`src/rtl/subset_sum_pkg.sv`:
```
// Shared types and constants for the subset-sum triple search.
package subset_sum_pkg;

    typedef enum logic [1:0] {
        IDLE   = 2'd0,
        SEARCH = 2'd1,
        DONE   = 2'd2
    } state_t;

    localparam int IDX_MAX  = 3;
    localparam int NUM_CAND = 64;
    localparam int IDX_W    = 5;

endpackage

```
`src/rtl/subset_sum_search_partial_sum.sv`:
```
// Combinational partial-sum checker: flags a candidate triple whose sum hits the target
// and which is not one of the excluded degenerate shapes.
module subset_sum_search_partial_sum
    import subset_sum_pkg::*;
(
    input  logic [IDX_W-1:0] a,
    input  logic [IDX_W-1:0] b,
    input  logic [IDX_W-1:0] c,
    input  logic [IDX_W-1:0] target,
    output logic             match
);

    logic [IDX_W-1:0] psum;
    logic             sum_hit;
    logic             degenerate;

    always_comb begin
        psum       = a + b + c;
        sum_hit    = (psum == target);
        // Triples with two zero leading terms, or a zero head and a repeated tail, are rejected
        degenerate = ((a == '0) && (b == '0)) ||
                     ((a == '0) && (c == '0)) ||
                     ((a == '0) && (b == c));
        match      = sum_hit && !degenerate;
    end

endmodule

```
`src/rtl/subset_sum_search.sv`:
```
// Sequential search over all 64 index triples (a,b,c) in 0..3, counting or stopping
// at triples accepted by the partial-sum checker.
module subset_sum_search
    import subset_sum_pkg::*;
#(
    parameter int CNT_W = 7
) (
    input  logic             clk,
    input  logic             rst_n,
    input  logic             start,
    input  logic             first_only,
    input  logic             abort,
    input  logic [4:0]       target,
    output logic             busy,
    output logic             done,
    output logic             found,
    output logic [4:0]       sol_a,
    output logic [4:0]       sol_b,
    output logic [4:0]       sol_c,
    output logic [CNT_W-1:0] match_cnt
);

    localparam logic [IDX_W-1:0] IDX_LAST = IDX_W'(IDX_MAX);

    state_t           state;
    logic [IDX_W-1:0] cand_a;
    logic [IDX_W-1:0] cand_b;
    logic [IDX_W-1:0] cand_c;
    logic [IDX_W-1:0] tgt_q;
    logic             first_only_q;
    logic             match;
    logic             last_cand;

    subset_sum_search_partial_sum u_check (
        .a      (cand_a),
        .b      (cand_b),
        .c      (cand_c),
        .target (tgt_q),
        .match  (match)
    );

    assign last_cand = (cand_a == IDX_LAST) && (cand_b == IDX_LAST) && (cand_c == IDX_LAST);

    always_ff @(posedge clk or negedge rst_n) begin
        if (!rst_n) begin
            state        <= IDLE;
            busy         <= 1'b0;
            done         <= 1'b0;
            found        <= 1'b0;
            sol_a        <= '0;
            sol_b        <= '0;
            sol_c        <= '0;
            match_cnt    <= '0;
            cand_a       <= '0;
            cand_b       <= '0;
            cand_c       <= '0;
            tgt_q        <= '0;
            first_only_q <= 1'b0;
        end else begin
            done <= 1'b0;
            case (state)
                IDLE: begin
                    if (start) begin
                        tgt_q        <= target;
                        first_only_q <= first_only;
                        found        <= 1'b0;
                        sol_a        <= '0;
                        sol_b        <= '0;
                        sol_c        <= '0;
                        match_cnt    <= '0;
                        cand_a       <= '0;
                        cand_b       <= '0;
                        cand_c       <= '0;
                        busy         <= 1'b1;
                        state        <= SEARCH;
                    end
                end
                SEARCH: begin
                    // Abort takes priority over any match seen in the same cycle
                    if (abort) begin
                        busy  <= 1'b0;
                        state <= IDLE;
                    end else begin
                        if (match) begin
                            match_cnt <= match_cnt + 1'b1;
                            if (!found) begin
                                found <= 1'b1;
                                sol_a <= cand_a;
                                sol_b <= cand_b;
                                sol_c <= cand_c;
                            end
                        end
                        if (last_cand || (match && first_only_q)) begin
                            busy  <= 1'b0;
                            done  <= 1'b1;
                            state <= DONE;
                        end else if (cand_c == IDX_LAST) begin
                            // c runs fastest, then b, then a
                            cand_c <= '0;
                            if (cand_b == IDX_LAST) begin
                                cand_b <= '0;
                                cand_a <= cand_a + 1'b1;
                            end else begin
                                cand_b <= cand_b + 1'b1;
                            end
                        end else begin
                            cand_c <= cand_c + 1'b1;
                        end
                    end
                end
                DONE: begin
                    state <= IDLE;
                end
                default: begin
                    busy  <= 1'b0;
                    state <= IDLE;
                end
            endcase
        end
    end

endmodule

```
`config.mk`:
```
export PLATFORM = sky130hd
export DESIGN_NAME = subset_sum_search
export DESIGN_NICKNAME = d
export VERILOG_FILES = /design/src/rtl/subset_sum_pkg.sv /design/src/rtl/subset_sum_search_partial_sum.sv /design/src/rtl/subset_sum_search.sv
export SDC_FILE = /design/constraint.sdc
export NUM_CORES = 1
export LEC_CHECK = 0
export CAP_MARGIN = 20
export CORE_MARGIN = 5
export CORE_UTILIZATION = 50
export CTS_CLUSTER_SIZE = 14
export DETAILED_ROUTE_END_ITERATION = 16
export GPL_TIMING_DRIVEN = 0
export PLACE_DENSITY = 0.74
export SYNTH_ARGS = -nofsm -noshare
export SYNTH_HDL_FRONTEND = slang
export SYNTH_SLANG_ARGS = --single-unit
```
`constraint.sdc`:
```
create_clock -name clk -period 5.1 [get_ports clk]
set_clock_uncertainty 0.1 [all_clocks]
set_input_delay 1.02 -clock clk [delete_from_list [all_inputs] [get_ports clk]]
set_output_delay 1.02 -clock clk [all_outputs]
set_load 0.02 [all_outputs]
```
==> results.json, run 1 <==
{
  "floorplan.die.height_um": 82.5,
  "fp.dieArea_mm2": 0.00680,
  "most-common-layout-cells": "sky130_fd_sc_hd__dfrtp_1 (48), sky130_fd_sc_hd__clkdlybuf4s50_1 (33), sky130_fd_sc_hd__nand2_1 (31)",
  "report.final.slew_viol_count": 0,
  "power_frac_seq_pct": 37.2,
  "timing_hold_violations_final": 0,
  "finalNonFillerCells": 370,
  "cts_tree": "done",
  "drt_iter0_drc": 161,
  "post_synth_net_total": 281,
  "worstSetupStartpointType": "flip-flop",
  "max_cap_viol_count": 0,
  "wp_data_required_ns": 5.25,
  "wirelength_um": 5790,
  "power.ir.vdd_worst_mv": 0.317,
  "status": "finished, final reports clean",
  "ys.flop_type": "sky130_fd_sc_hd__dfrtp_1",
  "clockPowerShare_pct": 18.4,
  "drive_gt1_share_pct": 7.33,
  "detailedRoute.firstPassIterationCount": 4,
  "combPwrFrac_pct": 44.4,
  "gp_routability_congestion": 0.901,
  "setup_viol": 0,
  "maximum_number_of_pins_on_one_net_before_global_route_repair": 31,
  "power-per-cell-area_mw_per_mm2": 474,
  "multi_input_comb_area_mm2": 0.00131,
  "route.detailed.drc": 0,
  "synth.yosys.seq_area_share_pct": 45.7,
  "io_buffer_count": 34,
  "largest_incremental_delay_on_the_critical_path_ns": 0.56,
  "final_common_cell": "sky130_fd_sc_hd__dfrtp_1",
  "chipWidth_um": 82.5,
  "cts_repair_resize_count": 0,
  "grt_pass1_wl_um": 9830,
  "antenna-diode-count": 0,
  "path_cells": "fa_1 > ha_1 > inv_1 > fa_1 > xnor2_1 > xnor2_1 > and4_1 > nand4_1 > nor2_2 > buf_2 > a22o_1",
  "start_util_pct": 51.4,
  "detailedPlace.worstSlack_ns": 1.40,
  "area_delta_synth_final_pct": 21.4,
  "layout.area.seq_mm2": 0.00120,
  "tightestPinTransition_ns": 0.758,
  "ctsHoldBuffers": 0,
  "fmaxAchievable_mhz": 277,
  "ios": 35,
  "netSwitchingPower_mw": 0.619,
  "worst_path_max_delay_cell": "sky130_fd_sc_hd__fa_1",
  "grt_ovf": 0,
  "rsz0062_at_grt": "no",
  "critical_path.n_buffers_inverters": 2,
  "synth-warning-count": 0,
  "route.antenna.remaining_nets": 0,
  "via_count_of_the_first_global_routing_pass": 2036,
  "cts_post_setup_buffers_inserted": 0,
  "timing.slew.headroom_pct": 49.5,
  "power.static_leakage_nw": 1.46,
  "dr_total_vias": 2085,
  "area_inside_the_core_boundary_mm2": 0.00511,
  "worst_setup_path_end_kind": "flip-flop",
  "setup_ws_ns": 1.49,
  "switching_share_pct": 40.9,
  "timing.final.crit_period_ns": 3.61,
  "nNetsFinal": 324,
  "dp_hpwl_um": 4310,
  "critPathKind": "reg2reg",
  "avgViaCountPerCell": 5.64,
  "synth_seq_cells": 48,
  "critPathTopFamily": "adder cells",
  "clock-root-buffer": "sky130_fd_sc_hd__clkbuf_8",
  "worst_setup_hold_path_clk_slew_ns": 0.09,
  "postSynthAreaPerCell_um2": 10.3,
  "async_flop_share_pct": 100,
  "cts_made_buffers": 5,
  "timing.critical_path.arrival_ns": 3.76,
  "fillerInstances": 429,
  "p_int_mw": 0.893,
  "number_of_flops_mapped_to_enable_cells_by_yosys": 0,
  "synthCells": 256,
  "layout_worst_path_cycle_share_pct": 70.9,
  "post-place-cells": 361,
  "htreeDepth": 2,
  "clock_sinks": 48,
  "wl_per_cell_um": 15.6,
  "ys_types": 48,
  "placement_rows": 26,
  "grt_usage_pct": 18.9,
  "totalNegativeSetupSlack_ns": 0,
  "hp-class": "reg2reg",
  "netlist_area_mm2": 0.00263,
  "clock_tree.buffer_depth": 2,
  "timing.critical_path.fanout_max": 10,
  "finalPower_mw": 1.51,
  "initial_antenna_violation_count": 0,
  "worst_skew_pair_latency_ns": 0.31
}
-- path summary, 6_finish.rpt --
path	from	endpoint	slack, ns	cells past startpoint
max	cand_b[1]	sol_b[4]	1.49	11
min reg2reg	match_cnt[6]	match_cnt[6]	0.38	1
min	match_cnt[6]	match_cnt[6]	0.38	1
min in group asynchronous	rst_n	match_cnt[3]	0.55	1
max reg2reg	cand_b[1]	sol_b[4]	1.49	11
max in group asynchronous	rst_n	cand_b[2]	3.84	2
-- power groups by stage --
stage / Sequential (mW) / Clock, mW / Combinational [mW]
3_3_place_gp: 0.569 / 0 / 0.650
2_1_floorplan: 0.574 / 0 / 0.454
3_5_place_dp: 0.570 / 0 / 0.667
4_1_cts: 0.562 / 0.281 / 0.673
5_1_grt: 0.579 / 0.299 / 0.754
6_report: 0.562 / 0.278 / 0.672
-- cells by family (layout without fill, tap and decap cells) --
| kind of cell | after synthesis | after routing | synth area share, % |
|---|---|---|---|
| AOI/OAI and AO/OA | 56 | 56 | 16.1 |
| DFF | 48 | 48 | 45.7 |
| muxes | 9 | 9 | 3.48 |
| xor gates and xnor gates | 13 | 13 | 4.86 |
| adders and majority gates | 15 | 15 | 8.58 |
| buffers and inverters | 27 | 71 | 4.29 |
| and+or+nand+nor | 88 | 88 | 17.0 |
-- synthesized netlist by cell type, types with 2 or more instances --
cell type | count | area (µm²)
sky130_fd_sc_hd__o21ai_0 | 10 | 50.1
sky130_fd_sc_hd__buf_2 | 3 | 15.0
sky130_fd_sc_hd__nor3_1 | 4 | 20.0
sky130_fd_sc_hd__a211o_1 | 2 | 17.5
sky130_fd_sc_hd__dfrtp_1 | 48 | 1200
sky130_fd_sc_hd__mux2i_1 | 8 | 80.1
sky130_fd_sc_hd__o22ai_1 | 2 | 12.5
sky130_fd_sc_hd__ha_1 | 10 | 125
sky130_fd_sc_hd__nand2_1 | 31 | 116
sky130_fd_sc_hd__and2_1 | 3 | 18.8
sky130_fd_sc_hd__fa_1 | 5 | 100
sky130_fd_sc_hd__inv_1 | 15 | 56.3
sky130_fd_sc_hd__a22o_1 | 15 | 131
sky130_fd_sc_hd__nand3_1 | 14 | 70.1
sky130_fd_sc_hd__a22oi_1 | 2 | 15.0
sky130_fd_sc_hd__nand3b_1 | 3 | 22.5
sky130_fd_sc_hd__nand2b_1 | 5 | 31.3
sky130_fd_sc_hd__or2_2 | 2 | 12.5
sky130_fd_sc_hd__clkbuf_1 | 7 | 26.3
sky130_fd_sc_hd__a31oi_1 | 2 | 12.5
sky130_fd_sc_hd__nand4_1 | 6 | 37.5
sky130_fd_sc_hd__nor2_1 | 8 | 30.0
sky130_fd_sc_hd__a41o_1 | 2 | 20.0
sky130_fd_sc_hd__o31ai_1 | 3 | 22.5
sky130_fd_sc_hd__xnor2_1 | 11 | 96.3
sky130_fd_sc_hd__and3_1 | 5 | 31.3
sky130_fd_sc_hd__a21oi_1 | 8 | 40.0
sky130_fd_sc_hd__nor4b_1 | 2 | 17.5
-- metal layers --
metal | GRT usage, % | part of all wire [%] | vias up
li1 | - | - | 1000
met1 | 25.1 | 46 | 1023
met2 | 31.0 | 47 | 53
met3 | 3.80 | 5.5 | 9
met4 | 5.81 | 1.3 | 0
met5 | 0 | 0 | -
-- metrics by stage --
| stage | instance area [µm²] | hold WS [ns] | utilization (%) |
|---|---|---|---|
| 6_report | 3190 | 0.382 | 62.4 |
| 2_1_floorplan | 2630 | 0.357 | - |
| 4_1_cts | 3180 | 0.386 | 62.3 |
| 3_5_place_dp | 3070 | 0.374 | 60.1 |
| 5_1_grt | 3190 | 0.428 | 62.4 |
| 3_3_place_gp | 3050 | 0.365 | 59.8 |
-- state kept, by name, summed over array words and instances (netlist names) --
signal / count
busy: 1
cand_a: 5
cand_b: 5
cand_c: 5
done: 1
first_only_q: 1
found: 1
match_cnt: 7
sol_a: 5
sol_b: 5
sol_c: 5
state: 2
tgt_q: 5
-- area by class of cell --
type | count | share of cell area (%)
Clock inverter | 3 | 1.33
Multi-Input combinational cell | 181 | 41.2
Timing Repair Buffer | 36 | 11.4
Tap cell | 70 | 2.75
Clock buffer | 5 | 2.16
Sequential cell | 48 | 37.7
Inverter | 15 | 1.77
Buffer | 12 | 1.77
(Power assumes the default switching activity.)
==> run 2: changes to the inputs <==
==> constraint.sdc (replaced) <==
create_clock -name clk -period 3.7 [get_ports clk]
set_clock_uncertainty 0.1 [all_clocks]
set_input_delay 0.74 -clock clk [delete_from_list [all_inputs] [get_ports clk]]
set_output_delay 0.74 -clock clk [all_outputs]
set_load 0.02 [all_outputs]
==> results.json, run 2 (synthesis results as in run 1) <==
{
  "status": "finished, final reports clean",
  "grt_pass1_wl_um": 9830,
  "final_core_util_pct": 63.1,
  "gp_routability_congestion": 0.901,
  "fillerInstances": 423,
  "tightestPinTransition_ns": 0.822,
  "power.ir.vdd_worst_mv": 0.444,
  "critPathTopFamily": "adder cells",
  "max_cap_viol_count": 0,
  "timing.critical_path.fanout_max": 10,
  "most-common-layout-cells": "sky130_fd_sc_hd__dfrtp_1 (47), sky130_fd_sc_hd__clkdlybuf4s50_1 (33), sky130_fd_sc_hd__nand2_1 (31)",
  "clock-root-buffer": "sky130_fd_sc_hd__clkbuf_8",
  "reg2reg_launch_point": "cand_c[1]",
  "worstSetupStartpointType": "flip-flop",
  "grt_usage_pct": 18.9,
  "placed_cell_area_mm2": 0.00307,
  "wl_per_cell_um": 15.5,
  "worst_skew_pair_latency_ns": 0.30,
  "detailedRoute.firstPassIterationCount": 4,
  "registers.top_by_ff_count": "match_cnt",
  "floorplan.die.height_um": 82.5,
  "post-place-cells": 361,
  "wp_data_required_ns": 3.79,
  "via_count_of_the_first_global_routing_pass": 2036,
  "route.detailed.drc": 0,
  "grt_ovf": 0,
  "clock_sinks": 48,
  "io_buffer_count": 34,
  "maximum_number_of_pins_on_one_net_before_global_route_repair": 31,
  "fp.dieArea_mm2": 0.00680,
  "multi_input_comb_area_mm2": 0.00133,
  "ios": 35,
  "power-per-cell-area_mw_per_mm2": 655,
  "finalNonFillerCells": 372,
  "totalNegativeSetupSlack_ns": 0,
  "path_cells": "fa_1 > ha_1 > inv_1 > fa_1 > xnor2_1 > xnor2_1 > and4_1 > a41oi_4 > a21o_2 > buf_2 > a22o_1",
  "layout.area.seq_mm2": 0.00120,
  "htreeDepth": 2,
  "initial_antenna_violation_count": 0,
  "route.antenna.remaining_nets": 0,
  "antenna-diode-count": 0,
  "power.static_leakage_nw": 1.46,
  "dr_total_vias": 2087,
  "reg2reg_depth": 11,
  "chipWidth_um": 82.5,
  "final_common_cell": "sky130_fd_sc_hd__dfrtp_1",
  "detailedPlace.worstSlack_ns": 0.131,
  "avgViaCountPerCell": 5.61,
  "worst_setup_path_end_kind": "flip-flop",
  "fmaxAchievable_mhz": 285,
  "nNetsFinal": 326,
  "timing.critical_path.arrival_ns": 3.60,
  "largest_incremental_delay_on_the_critical_path_ns": 0.54,
  "largest_reg_flops": 7,
  "worst_path_max_delay_cell": "sky130_fd_sc_hd__fa_1",
  "post_route_standard_cell_area_excluding_fillers_mm2": 0.00322,
  "worst_setup_hold_path_clk_slew_ns": 0.09,
  "report.final.slew_viol_count": 0,
  "rsz0062_at_grt": "no",
  "area_inside_the_core_boundary_mm2": 0.00511,
  "drive_gt1_share_pct": 8.28,
  "cts_made_buffers": 5,
  "timing.final.crit_period_ns": 3.51,
  "dp_hpwl_um": 4310,
  "timing.rr.end": "sol_b[4]",
  "area_delta_synth_final_pct": 22.6,
  "placement_rows": 26,
  "setup_ws_ns": 0.194,
  "drt_iter0_drc": 157,
  "layout_worst_path_cycle_share_pct": 94.7,
  "timing.slew.headroom_pct": 45.2,
  "critical_path.n_buffers_inverters": 2,
  "cts_tree": "done",
  "critPathKind": "reg2reg",
  "r2r_slack_ns": 0.19,
  "ctsHoldBuffers": 0,
  "timing_hold_violations_final": 0,
  "start_util_pct": 51.4,
  "clock_tree.buffer_depth": 2,
  "setup_viol": 0,
  "hp-class": "in2async",
  "wirelength_um": 5750
}
==> run 2: cell types whose count changed in the layout (fill, tap and decap cells not counted) <==
| cell | change |
|---|---|
| sky130_fd_sc_hd__nor2_2 | -1 |
| sky130_fd_sc_hd__dfrtp_1 | -1 |
| sky130_fd_sc_hd__a41oi_2 | -1 |
| sky130_fd_sc_hd__dfrtp_2 | +1 |
| sky130_fd_sc_hd__nor2_4 | +1 |
| sky130_fd_sc_hd__a41oi_4 | +1 |
| sky130_fd_sc_hd__buf_4 | +2 |
==> run 2: metal layers <==
layer,part of all wire (%),vias to the layer above,global-route usage [%]
li1,-,1009,-
met1,46,1008,25.1
met2,47,59,31.0
met3,5.7,11,3.80
met4,1.6,0,5.81
met5,0,-,0
==> run 2: worst max path at each step <==
stage | from | end | slack, ns | cells past startpoint
6_report | cand_c[1] | sol_b[4] | 0.19 | 11
5_1_grt | cand_b[1] | sol_b[1] | 0.02 | 11
4_1_cts | cand_b[1] | sol_b[4] | 0.1 | 11
3_5_place_dp | cand_b[1] | sol_b[1] | 0.13 | 11
3_3_place_gp | cand_b[1] | sol_a[4] | 0.15 | 11
2_1_floorplan | cand_b[1] | sol_b[0] | 0.52 | 11
==> run 2: final cells by class <==
| type | instances | share of cell area, % |
|---|---|---|
| sequential | 48 | 37.3 |
| inverter | 15 | 1.75 |
| multi-input combinational | 181 | 41.3 |
| buffer | 12 | 1.75 |
| tap | 70 | 2.72 |
| clock inverter | 3 | 1.32 |
| timing repair buffer | 38 | 11.7 |
| clock buffer | 5 | 2.14 |
==> run 2: stage by stage <==
step | total power [mW] | hold WS [ns]
floorplan | 1.42 | 0.344
finish | 2.11 | 0.271
global placement | 1.68 | 0.365
global route | 2.28 | 0.299
CTS | 2.09 | 0.284
detailed placement | 1.71 | 0.374
==> run 2: power by group <==
part	internal, mW	switching (mW)
registers	0.636	0.141
clock network	0.200	0.181
logic	0.405	0.547
==> run 2: what timing repair did <==
action | 4_1_cts | 5_1_grt
resized for setup | 0 | 3
endpoints found under the setup margin | 0 | 10
buffers inserted | 0 | 2
==> run 3: changes to the inputs <==
--- a/config.mk
+++ b/config.mk
@@ -8,6 +8,7 @@
 export CAP_MARGIN = 20
 export CORE_MARGIN = 5
 export CORE_UTILIZATION = 50
+export CTS_CLUSTER_DIAMETER = 200
 export CTS_CLUSTER_SIZE = 14
 export DETAILED_ROUTE_END_ITERATION = 16
 export GPL_TIMING_DRIVEN = 0
==> results of run 3 <==
Final layout, timing and power as in run 2 (identical DEF).
